File: src/rtl/pci_step_pkg.sv
// Shared constants and types for the stepper pulse generator.
// Holds the IO map, the control/status bit positions, the FSM states and the command FIFO entry width.
package pci_step_pkg;

    localparam logic [1:0] ADDR_PERIOD = 2'd0;
    localparam logic [1:0] ADDR_PUSH   = 2'd1;
    localparam logic [1:0] ADDR_CTRL   = 2'd2;
    localparam logic [1:0] ADDR_STEPS  = 2'd3;

    localparam int CTRL_ENABLE_BIT  = 0;
    localparam int CTRL_ABORT_BIT   = 1;
    localparam int CTRL_CLR_OVF_BIT = 2;

    localparam int STAT_OVF_BIT   = 31;
    localparam int STAT_FULL_BIT  = 30;
    localparam int STAT_EMPTY_BIT = 29;
    localparam int PUSH_DIR_BIT   = 31;

    typedef enum logic [1:0] {
        ST_IDLE,
        ST_LOAD,
        ST_LOW,
        ST_HIGH
    } step_state_e;

    // A FIFO entry is packed as {dir, count, period}.
    function automatic int fifo_entry_width(input int periodBits, input int countBits);
        return 1 + countBits + periodBits;
    endfunction

    localparam int FIFO_ENTRY_W = fifo_entry_width(16, 16);

endpackage

File: src/rtl/pci_step_gen_if.sv
// IO-space write/read path and the axis outputs of one stepper channel.
interface pci_step_gen_if;

    logic        WR_STB;
    logic [1:0]  WR_ADDR;
    logic [31:0] WR_DATA;
    logic [1:0]  RD_ADDR;
    logic [31:0] RD_DATA;
    logic        STEP_O;
    logic        DIR_O;
    logic        BUSY;
    logic        FIFO_FULL;

    modport master (
        output WR_STB, WR_ADDR, WR_DATA, RD_ADDR,
        input  RD_DATA, STEP_O, DIR_O, BUSY, FIFO_FULL
    );

    modport slave (
        input  WR_STB, WR_ADDR, WR_DATA, RD_ADDR,
        output RD_DATA, STEP_O, DIR_O, BUSY, FIFO_FULL
    );

endinterface

File: src/rtl/pci_step_gen_fifo.sv
// Synchronous command FIFO with first-word fall-through head and a flush.
// A push while full is accepted only when a pop frees a slot in the same cycle.
module step_fifo #(
    parameter int WIDTH      = 33,
    parameter int DEPTH_BITS = 2
) (
    input  logic                  clk_i,
    input  logic                  rst_i,
    input  logic                  push_i,
    input  logic [WIDTH-1:0]      pushData_i,
    input  logic                  pop_i,
    input  logic                  flush_i,
    output logic [WIDTH-1:0]      head_o,
    output logic                  full_o,
    output logic                  empty_o,
    output logic [DEPTH_BITS:0]   level_o
);

    localparam int DEPTH = 2 ** DEPTH_BITS;
    localparam logic [DEPTH_BITS:0] LEVEL_FULL = (DEPTH_BITS + 1)'(DEPTH);

    logic [WIDTH-1:0]      mem_q [DEPTH];
    logic [DEPTH_BITS-1:0] wrPtr_q;
    logic [DEPTH_BITS-1:0] rdPtr_q;
    logic [DEPTH_BITS:0]   level_q;
    logic                  doPush;
    logic                  doPop;

    assign full_o  = (level_q == LEVEL_FULL);
    assign empty_o = (level_q == '0);
    assign level_o = level_q;
    assign head_o  = mem_q[rdPtr_q];

    assign doPop  = pop_i && !empty_o;
    assign doPush = push_i && (!full_o || doPop);

    always_ff @(posedge clk_i) begin
        if (doPush) begin
            mem_q[wrPtr_q] <= pushData_i;
        end
    end

    always_ff @(posedge clk_i) begin
        if (rst_i || flush_i) begin
            wrPtr_q <= '0;
            rdPtr_q <= '0;
            level_q <= '0;
        end else begin
            if (doPush) begin
                wrPtr_q <= wrPtr_q + DEPTH_BITS'(1);
            end
            if (doPop) begin
                rdPtr_q <= rdPtr_q + DEPTH_BITS'(1);
            end
            level_q <= level_q + (DEPTH_BITS + 1)'(doPush) - (DEPTH_BITS + 1)'(doPop);
        end
    end

endmodule

File: src/rtl/pci_step_gen.sv
// One stepper axis behind the PCI target IO BAR: register decode, command FIFO,
// STEP/DIR sequencing FSM and the registered readback mux.
module pci_step_gen #(
    parameter int FIFO_DEPTH_BITS = 2,
    parameter int PULSE_WIDTH     = 8,
    parameter int PERIOD_BITS     = 16,
    parameter int COUNT_BITS      = 16
) (
    input  logic CLK,
    input  logic RST,
    pci_step_gen_if.slave bus
);

    import pci_step_pkg::*;

    localparam int ENTRY_W  = fifo_entry_width(PERIOD_BITS, COUNT_BITS);
    localparam int PW_BITS  = $clog2(PULSE_WIDTH + 1);
    localparam int TIMER_W  = (PERIOD_BITS > PW_BITS) ? PERIOD_BITS : PW_BITS;
    localparam logic [TIMER_W-1:0] PULSE_TICKS = TIMER_W'(PULSE_WIDTH);

    step_state_e              state_q, state_d;
    logic [TIMER_W-1:0]       timer_q, timer_d;
    logic [COUNT_BITS-1:0]    segCount_q, segCount_d;
    logic [PERIOD_BITS-1:0]   segPeriod_q, segPeriod_d;
    logic                     segDir_q, segDir_d;
    logic [31:0]              steps_q, steps_d;
    logic                     step_q, step_d;
    logic [PERIOD_BITS-1:0]   stagedPeriod_q;
    logic                     enable_q;
    logic                     overflow_q;
    logic [31:0]              rdData_q, rdData_d;

    logic                     wrPeriod, wrPush, wrCtrl, abortReq;
    logic                     fifoPush, fifoPop, fifoFull, fifoEmpty;
    logic [ENTRY_W-1:0]       fifoHead;
    logic [FIFO_DEPTH_BITS:0] fifoLevel;
    logic [TIMER_W-1:0]       reloadTicks;
    logic                     unusedWrBits;

    assign wrPeriod = bus.WR_STB && (bus.WR_ADDR == ADDR_PERIOD);
    assign wrPush   = bus.WR_STB && (bus.WR_ADDR == ADDR_PUSH);
    assign wrCtrl   = bus.WR_STB && (bus.WR_ADDR == ADDR_CTRL);
    assign abortReq = wrCtrl && bus.WR_DATA[CTRL_ABORT_BIT];
    assign fifoPush = wrPush && !abortReq;
    assign unusedWrBits = ^bus.WR_DATA;

    step_fifo #(
        .WIDTH      (ENTRY_W),
        .DEPTH_BITS (FIFO_DEPTH_BITS)
    ) u_fifo (
        .clk_i      (CLK),
        .rst_i      (RST),
        .push_i     (fifoPush),
        .pushData_i ({bus.WR_DATA[PUSH_DIR_BIT], bus.WR_DATA[COUNT_BITS-1:0], stagedPeriod_q}),
        .pop_i      (fifoPop),
        .flush_i    (abortReq),
        .head_o     (fifoHead),
        .full_o     (fifoFull),
        .empty_o    (fifoEmpty),
        .level_o    (fifoLevel)
    );

    // A zero period still needs one low cycle so DIR has setup time before the edge.
    assign reloadTicks = (segPeriod_q == '0) ? TIMER_W'(1) : TIMER_W'(segPeriod_q);

    // Segment fields are captured on the pop itself because the FIFO head moves on afterwards.
    always_comb begin
        state_d     = state_q;
        timer_d     = timer_q;
        segCount_d  = segCount_q;
        segPeriod_d = segPeriod_q;
        segDir_d    = segDir_q;
        steps_d     = steps_q;
        fifoPop     = 1'b0;
        if (abortReq) begin
            state_d    = ST_IDLE;
            segCount_d = '0;
        end else begin
            unique case (state_q)
                ST_IDLE: begin
                    if (enable_q && !fifoEmpty) begin
                        fifoPop     = 1'b1;
                        state_d     = ST_LOAD;
                        segDir_d    = fifoHead[ENTRY_W-1];
                        segCount_d  = fifoHead[PERIOD_BITS +: COUNT_BITS];
                        segPeriod_d = fifoHead[PERIOD_BITS-1:0];
                    end
                end
                ST_LOAD: begin
                    if (segCount_q == '0) begin
                        state_d = ST_IDLE;
                    end else begin
                        state_d = ST_LOW;
                        timer_d = reloadTicks;
                    end
                end
                ST_LOW: begin
                    if (timer_q == TIMER_W'(1)) begin
                        state_d = ST_HIGH;
                        timer_d = PULSE_TICKS;
                    end else begin
                        timer_d = timer_q - TIMER_W'(1);
                    end
                end
                ST_HIGH: begin
                    if (timer_q == TIMER_W'(1)) begin
                        segCount_d = segCount_q - COUNT_BITS'(1);
                        steps_d    = steps_q + 32'd1;
                        if (segCount_q == COUNT_BITS'(1)) begin
                            state_d = ST_IDLE;
                        end else begin
                            state_d = ST_LOW;
                            timer_d = reloadTicks;
                        end
                    end else begin
                        timer_d = timer_q - TIMER_W'(1);
                    end
                end
                default: state_d = ST_IDLE;
            endcase
        end
        step_d = (state_d == ST_HIGH);
    end

    always_ff @(posedge CLK) begin
        if (RST) begin
            state_q     <= ST_IDLE;
            timer_q     <= '0;
            segCount_q  <= '0;
            segPeriod_q <= '0;
            segDir_q    <= 1'b0;
            steps_q     <= '0;
            step_q      <= 1'b0;
        end else begin
            state_q     <= state_d;
            timer_q     <= timer_d;
            segCount_q  <= segCount_d;
            segPeriod_q <= segPeriod_d;
            segDir_q    <= segDir_d;
            steps_q     <= steps_d;
            step_q      <= step_d;
        end
    end

    // An abort write leaves ENABLE as it was; only a plain control write changes it.
    always_ff @(posedge CLK) begin
        if (RST) begin
            stagedPeriod_q <= '0;
            enable_q       <= 1'b0;
            overflow_q     <= 1'b0;
        end else begin
            if (wrPeriod) begin
                stagedPeriod_q <= bus.WR_DATA[PERIOD_BITS-1:0];
            end
            if (wrCtrl && !abortReq) begin
                enable_q <= bus.WR_DATA[CTRL_ENABLE_BIT];
            end
            if (fifoPush && fifoFull && !fifoPop) begin
                overflow_q <= 1'b1;
            end else if (wrCtrl && bus.WR_DATA[CTRL_CLR_OVF_BIT]) begin
                overflow_q <= 1'b0;
            end
        end
    end

    always_comb begin
        rdData_d = '0;
        unique case (bus.RD_ADDR)
            ADDR_PERIOD: rdData_d = 32'(stagedPeriod_q);
            ADDR_PUSH: begin
                rdData_d[STAT_OVF_BIT]          = overflow_q;
                rdData_d[STAT_FULL_BIT]         = fifoFull;
                rdData_d[STAT_EMPTY_BIT]        = fifoEmpty;
                rdData_d[FIFO_DEPTH_BITS:0]     = fifoLevel;
            end
            ADDR_CTRL: begin
                rdData_d[31:16]           = 16'(segCount_q);
                rdData_d[CTRL_ENABLE_BIT] = enable_q;
            end
            default: rdData_d = steps_q;
        endcase
    end

    always_ff @(posedge CLK) begin
        if (RST) begin
            rdData_q <= '0;
        end else begin
            rdData_q <= rdData_d;
        end
    end

    assign bus.RD_DATA   = rdData_q;
    assign bus.STEP_O    = step_q;
    assign bus.DIR_O     = segDir_q;
    assign bus.BUSY      = (state_q != ST_IDLE) || !fifoEmpty;
    assign bus.FIFO_FULL = fifoFull;

endmodule

File: src/flat_wrapper.sv
// flat-port wrapper written by rule: the top's interface ports become plain ports
module pci_step_gen_flat import pci_step_pkg::*;
#(
    parameter int FIFO_DEPTH_BITS = 2,
    parameter int PULSE_WIDTH     = 8,
    parameter int PERIOD_BITS     = 16,
    parameter int COUNT_BITS      = 16
)
  (CLK, RST, bus_WR_STB, bus_WR_ADDR, bus_WR_DATA, bus_RD_ADDR, bus_RD_DATA, bus_STEP_O, bus_DIR_O, bus_BUSY, bus_FIFO_FULL);
  pci_step_gen_if bus_i ();
  input  logic CLK;
  input  logic RST;
  input wire logic [$bits(bus_i.WR_STB)-1:0] bus_WR_STB;
  input wire logic [$bits(bus_i.WR_ADDR)-1:0] bus_WR_ADDR;
  input wire logic [$bits(bus_i.WR_DATA)-1:0] bus_WR_DATA;
  input wire logic [$bits(bus_i.RD_ADDR)-1:0] bus_RD_ADDR;
  output wire logic [$bits(bus_i.RD_DATA)-1:0] bus_RD_DATA;
  output wire logic [$bits(bus_i.STEP_O)-1:0] bus_STEP_O;
  output wire logic [$bits(bus_i.DIR_O)-1:0] bus_DIR_O;
  output wire logic [$bits(bus_i.BUSY)-1:0] bus_BUSY;
  output wire logic [$bits(bus_i.FIFO_FULL)-1:0] bus_FIFO_FULL;
  assign bus_i.WR_STB = bus_WR_STB;
  assign bus_i.WR_ADDR = bus_WR_ADDR;
  assign bus_i.WR_DATA = bus_WR_DATA;
  assign bus_i.RD_ADDR = bus_RD_ADDR;
  assign bus_RD_DATA = bus_i.RD_DATA;
  assign bus_STEP_O = bus_i.STEP_O;
  assign bus_DIR_O = bus_i.DIR_O;
  assign bus_BUSY = bus_i.BUSY;
  assign bus_FIFO_FULL = bus_i.FIFO_FULL;
  pci_step_gen #(.FIFO_DEPTH_BITS(FIFO_DEPTH_BITS), .PULSE_WIDTH(PULSE_WIDTH), .PERIOD_BITS(PERIOD_BITS), .COUNT_BITS(COUNT_BITS)) u_core (.CLK(CLK), .RST(RST), .bus(bus_i));
endmodule
File: config.mk
export PLATFORM = sky130hd
export DESIGN_NAME = pci_step_gen_flat
export DESIGN_NICKNAME = d
export VERILOG_FILES = /design/src/rtl/pci_step_pkg.sv /design/src/rtl/pci_step_gen_if.sv /design/src/rtl/pci_step_gen_fifo.sv /design/src/rtl/pci_step_gen.sv /design/src/flat_wrapper.sv
export SDC_FILE = /design/constraint.sdc
export NUM_CORES = 1
export LEC_CHECK = 0
export ABC_CLOCK_PERIOD_IN_PS = 2450
export BUFFER_PORTS_ARGS = -buffer_cell sky130_fd_sc_hd__buf_2
export CAP_MARGIN = 20
export CORE_MARGIN = 3
export CORE_UTILIZATION = 55
export DETAILED_ROUTE_END_ITERATION = 16
export PLACE_DENSITY = 0.76
export SYNTH_ARGS = -nofsm -noshare
export SYNTH_HDL_FRONTEND = slang
export SYNTH_SLANG_ARGS = --single-unit
File: constraint.sdc
create_clock -name CLK -period 2.45 [get_ports CLK]
set_clock_uncertainty 0.05 [all_clocks]
set_input_delay 0.1225 -clock CLK [delete_from_list [all_inputs] [get_ports CLK]]
set_output_delay 0.1225 -clock CLK [all_outputs]
set_load 0.02 [all_outputs]
Word-level counts from Yosys, hierarchy flattened
Memory sizes are Yosys's and may differ from the RTL's. A register that Yosys moved wholly into a read port is not among the register bits.
Cells that the tools add are included.
{"block": "classes", "n_addsub": 7, "eq_ne": 15, "n_mux": 30, "bitwise": 1, "n_reduce_logical": 36}
{"op": "2-to-1 mux 16 bit", "count": 7}
{"op": "case mux 13 bit (2 select lines)", "count": 2}
{"op": "case mux 16 bit (3 select lines)", "count": 1}
{"op": "adder 32 x 1 -> 32 bit (second input constant)", "count": 1}
{"op": "equality test 16 x 1 -> 1 bit (second input constant)", "count": 2}
{"op": "zero test 16 bit", "count": 2}
{"op": "case mux 16 bit (2 select lines)", "count": 1}
{"op": "subtractor 16 x 1 -> 16 bit (second input constant)", "count": 2}
{"op": "2-to-1 mux 2 bit", "count": 8}
{"op": "logical AND 1 bit", "count": 12}
{"op": "equality test 2 bit (second input constant)", "count": 5}
{"op": "case mux 3 bit (3 select lines)", "count": 1}
{"op": "AND reduction 3 bit", "count": 3}
{"op": "case mux 2 bit (4 select lines)", "count": 1}
{"op": "2-to-1 mux 1 bit", "count": 7}
{"op": "equality test 2 x 1 -> 1 bit (second input constant)", "count": 3}
{"op": "zero test 2 bit", "count": 3}
{"op": "case mux 2 bit (3 select lines)", "count": 1}
{"op": "nonzero test 2 bit", "count": 3}
{"op": "OR reduction 2 bit", "count": 3}
{"op": "adder 2 x 1 -> 2 bit (second input constant)", "count": 2}
{"op": "zero test 1 bit", "count": 4}
{"op": "!= test 2 x 1 -> 1 bit (second input constant)", "count": 2}
{"op": "AND reduction 4 bit", "count": 1}
{"op": "10 further kinds", "count": 12}
{"block": "totals", "regBits": 141, "ramBits": 132, "inputBits": 39, "out_inout_bits": 36, "memories": 1}
{"memory": "u_core.u_fifo.mem_q", "words": 4, "word_bits": 33, "read_ports": 1, "rd_ports_with_merged_regs": 1, "wr": 1, "line_no": "pci_step_gen_fifo.sv:22", "rtl": "logic [WIDTH-1:0] mem_q [DEPTH];"}

Logic depth before layout (Yosys ltp)
{"block": "logic_depth", "word_depth": 11, "ltp_mapped": 11, "depth_no_buf": 10}

By module
A second synthesis with hierarchy kept.
{"block": "hier_totals", "cells_unflattened": 962, "hier_area_um2": 11338.4}
{"module": "pci_step_gen", "n_inst": 1, "cells_each": 741, "area_each_um2": 6110.9, "seq_area_each_um2": 2682.6}
{"module": "step_fifo", "n_inst": 1, "cells_each": 221, "area_each_um2": 5227.5, "seq_area_each_um2": 4144.0}

Worst setup path before layout
OpenSTA, ideal clock, no wires.
{"block": "synth_path", "kind": "reg2reg", "from": "register u_core.timer_q[0]", "to": "register u_core.timer_q[12]", "setup_ns": 0.134, "arrival_ns": 2.431, "required_ns": 2.266, "path_slack_ns": -0.165, "path_stages_with_launch": 10, "cell_sequence": "dfxtp_1 -> ha_1 -> or4b_1 -> clkbuf_1 -> or4_4 -> buf_6 -> or3_1 -> buf_6 -> a21oi_1 -> a211oi_1"}
{"block": "synth_via", "elab_chain_len": 3}
{"item": "start, declared", "line_no": "pci_step_gen.sv:22", "rtl": "logic [TIMER_W-1:0] timer_q, timer_d;"}
{"item": "start signal, assigned", "line_no": "pci_step_gen.sv:136", "rtl": "timer_q <= timer_d;"}
{"item": "subtractor 16 x 1 -> 16 bit / equality test 16 x 1 -> 1 bit (equally long branches)"}
{"item": "2-to-1 mux 16 bit (tied with other cells)", "line_no": "pci_step_gen.sv:106", "rtl": "if (timer_q == TIMER_W'(1)) begin"}
{"item": "case mux 16 bit (3 select lines) / AND reduction 4 bit (equally long branches)"}
Several ways; a longest one is shown, not always the timed one.
A chain may end at the register's enable or synchronous reset.

Worst setup path after layout
{"block": "layout_path", "from": "register u_core.timer_q[1]", "to": "register u_core.timer_q[13]"}
The elaborated chain is that of the path after synthesis.

==> metrics <==
worst hold path class in2reg; Die W ~150 um; final hold viol count 0; YS warnings 0; share of the synthesized area in the top cell type between 30% and 40%; share of post-route cells with drive strength above 1 about a quarter; Clk Latency, worst-skew pair roughly 0.54 ns; # port buffers 59; leakage roughly 5.2 nW; wire length per cell between 20 and 25 um; Max VDD drop between 0.0006 and 0.0007 V; worst hold margin approximately 0.024 ns; ant diodes 0; Net Count, Synth between 1000 and 1500; grt ovf 0; vias in the first global route about 8400; area grow syn2layout 23.20%; clock-pin slew on the worst setup and hold paths ~0.070 ns; Num CTS Buffers 28; prevailing post-synth register cell dfxtp_1; DRC viols 0; routability cong. roughly 0.90; DP Cell Count 1364; Worst Setup Path Type reg2reg; remaining antenna violation count 0; synthesis-stage register bit count between 200 and 300; Final WS setup -0.03658 ns; ys async rst share 0%; violated checks negative setup slack; Worst Setup End Kind flip-flop; status complete, but fails checks; ranking of synthesized cells by area edfxtp_1 (34%), dfxtp_1 (25%), mux4_2 (6.6%); Slew @ Worst Pin around 1.0 ns; Slew Limit Fails 0; Seq/Total Area, Yosys roughly three fifths; Critical Path RT 2.85 ns; startpoint types flip-flop; # IOs 75; Final min period ~2.5 ns; largest net degree at the start of global routing about 100; worst r2r path cells 8; row cnt 52; PD cells ~750 nW/um^2; core area 20490 sq um; most frequent cell after synthesis dfxtp_1; Post-synth EDFFs between 100 and 150; via count approximately 9000; total routed wirelength ~30000 um; hold depth 4; Slew HR 30.90%; Initial Util between 50% and 60%; Vias per Instance 6.111; clock sink total between 200 and 300; setup violators final 15; clk buf depth 3; Final HPWL DP around 19000 um; Syn Std Cell Area approximately 12000 sq um; H-tree depth 1; Critical Path AT between 2 and 3 ns; initial antenna violation count 0; post-synthesis cell count 1017; Period Utilization, post-route 101.5%; cell chosen for the clock root clkbuf_16; RSZ-0062 raised after global routing yes; Die ar. 22960 sq um; die height between 150 and 200 um; Final Power 0.01072 W; GRT Util Overall about 25%; Cell variety after synth a little under 70; final cell count without fillers 1444; drt pass-1 iters 6; Final nets approximately 1200; Max Cap Viol 0; TritonCTS clock tree yes; first-pass GRT wire length ~45000 um; CP Max Fanout 8; commonest cells in the synthesized netlist dfxtp_1 (143), edfxtp_1 (132), nand2_1 (111); drt initial violations between 800 and 900; area leader, netlist edfxtp_1; fmax a little over 0.4 GHz; Syn Area/Cell approximately 11 sq um
[routing by layer]
layer	vias up	track usage, %	wire (um)
li1	4068	-	-
met1	4284	35.59	12310
met2	398	41.12	14080
met3	75	4.105	2168
met4	0	7.682	843
met5	-	0	0
[final cells by class]
class                   instances  area, sq um
multi-input cells             657         4742
clock inverters                20        244.0
well taps                     270        337.8
clock buffers                  32        768.2
flip-flops and latches        275         6830
fillers                      1386         6147
repair buffers                168         1343
inverters                      22        82.58
[layout by cell type (no fill, tap or decap), drive strengths merged, types with 21 or more instances in the layout]
cell type,synthesis,final
mux4,34,34
nand2,112,113
clkbuf,48,32
a22oi,21,21
nor2,97,97
inv,22,22
nor4,22,22
dfxtp,143,143
buf,16,148
a21oi,92,92
edfxtp,132,132
o21ai,40,40
[critical path: stages (launching register included)]
cell     delay [ns]
dfxtp_2        0.33
inv_2          0.07
ha_4           0.11
or4b_4         0.46
or4_4          0.59
or3_4          0.38
buf_12         0.16
o211a_1        0.12
o32ai_2        0.12
[kinds of logic after synthesis]
logic type	after synthesis	share of synthesized area, %
and+or+nand+nor	347	14.82
xor gates and xnor gates	19	1.429
AOI/OAI and AO/OA	218	11.76
adders and majority gates	17	1.891
muxes	55	8.423
buffers and inverters	86	3.062
DFF	275	58.62
[path summary, 6_finish.rpt]
path,from,end,slack [ns]
setup / recovery,u_core.timer_q[1]$_SDFFE_PP0P_,u_core.timer_q[13]$_SDFFE_PP0P_,-0.04
hold / removal,bus_WR_ADDR[0],u_core.overflow_q$_SDFFE_PP0P_,0.02
setup reg to reg,u_core.timer_q[1]$_SDFFE_PP0P_,u_core.timer_q[13]$_SDFFE_PP0P_,-0.04
hold reg to reg,u_core.segPeriod_q[0]$_SDFFE_PP0P_,u_core.segPeriod_q[0]$_SDFFE_PP0P_,0.41
[through the flow]
stage          cell area (sq um)   TNS (ns)  utilization (%)  setup WS, ns
2_1_floorplan              11720    -0.6713                -      -0.06037
3_3_place_gp               12830  -0.001532            62.61     -0.001532
3_5_place_dp               12830    -0.2150            62.61      -0.05249
4_1_cts                    14110   -0.01380            68.87     -0.007552
5_1_grt                    14350     -1.550            70.01       -0.1153
6_report                   14350    -0.2651            70.01      -0.03658
[repair_timing]
action                                  CTS  global route
gates cloned                              0             1
hold endpoints to repair                 87             0
endpoints found under the setup margin   25            46
pin swaps                                 1            28
gates resized for setup                   8            46
buffers inserted                          4             3
hold buffers                             20             0
[registers in the layout (all words and copies together) (netlist names), named ones only]
signal	flops
u_core.bus.RD_DATA	32
u_core.steps_q	32
u_core.enable_q	1
u_core.bus.DIR_O	1
u_core.segCount_q	16
u_core.u_fifo.mem_q	132
u_core.u_fifo.rdPtr_q	2
u_core.segPeriod_q	16
u_core.overflow_q	1
u_core.stagedPeriod_q	16
u_core.u_fifo.level_o	3
u_core.timer_q	16
u_core.state_q	2
u_core.u_fifo.wrPtr_q	2
u_core.bus.STEP_O	1
[where the power goes]
part           internal, W  switching, W
Clock              0.00278       0.00180
Sequential         0.00489     0.0000646
Combinational     0.000474      0.000712
(Power assumes the default switching activity.)
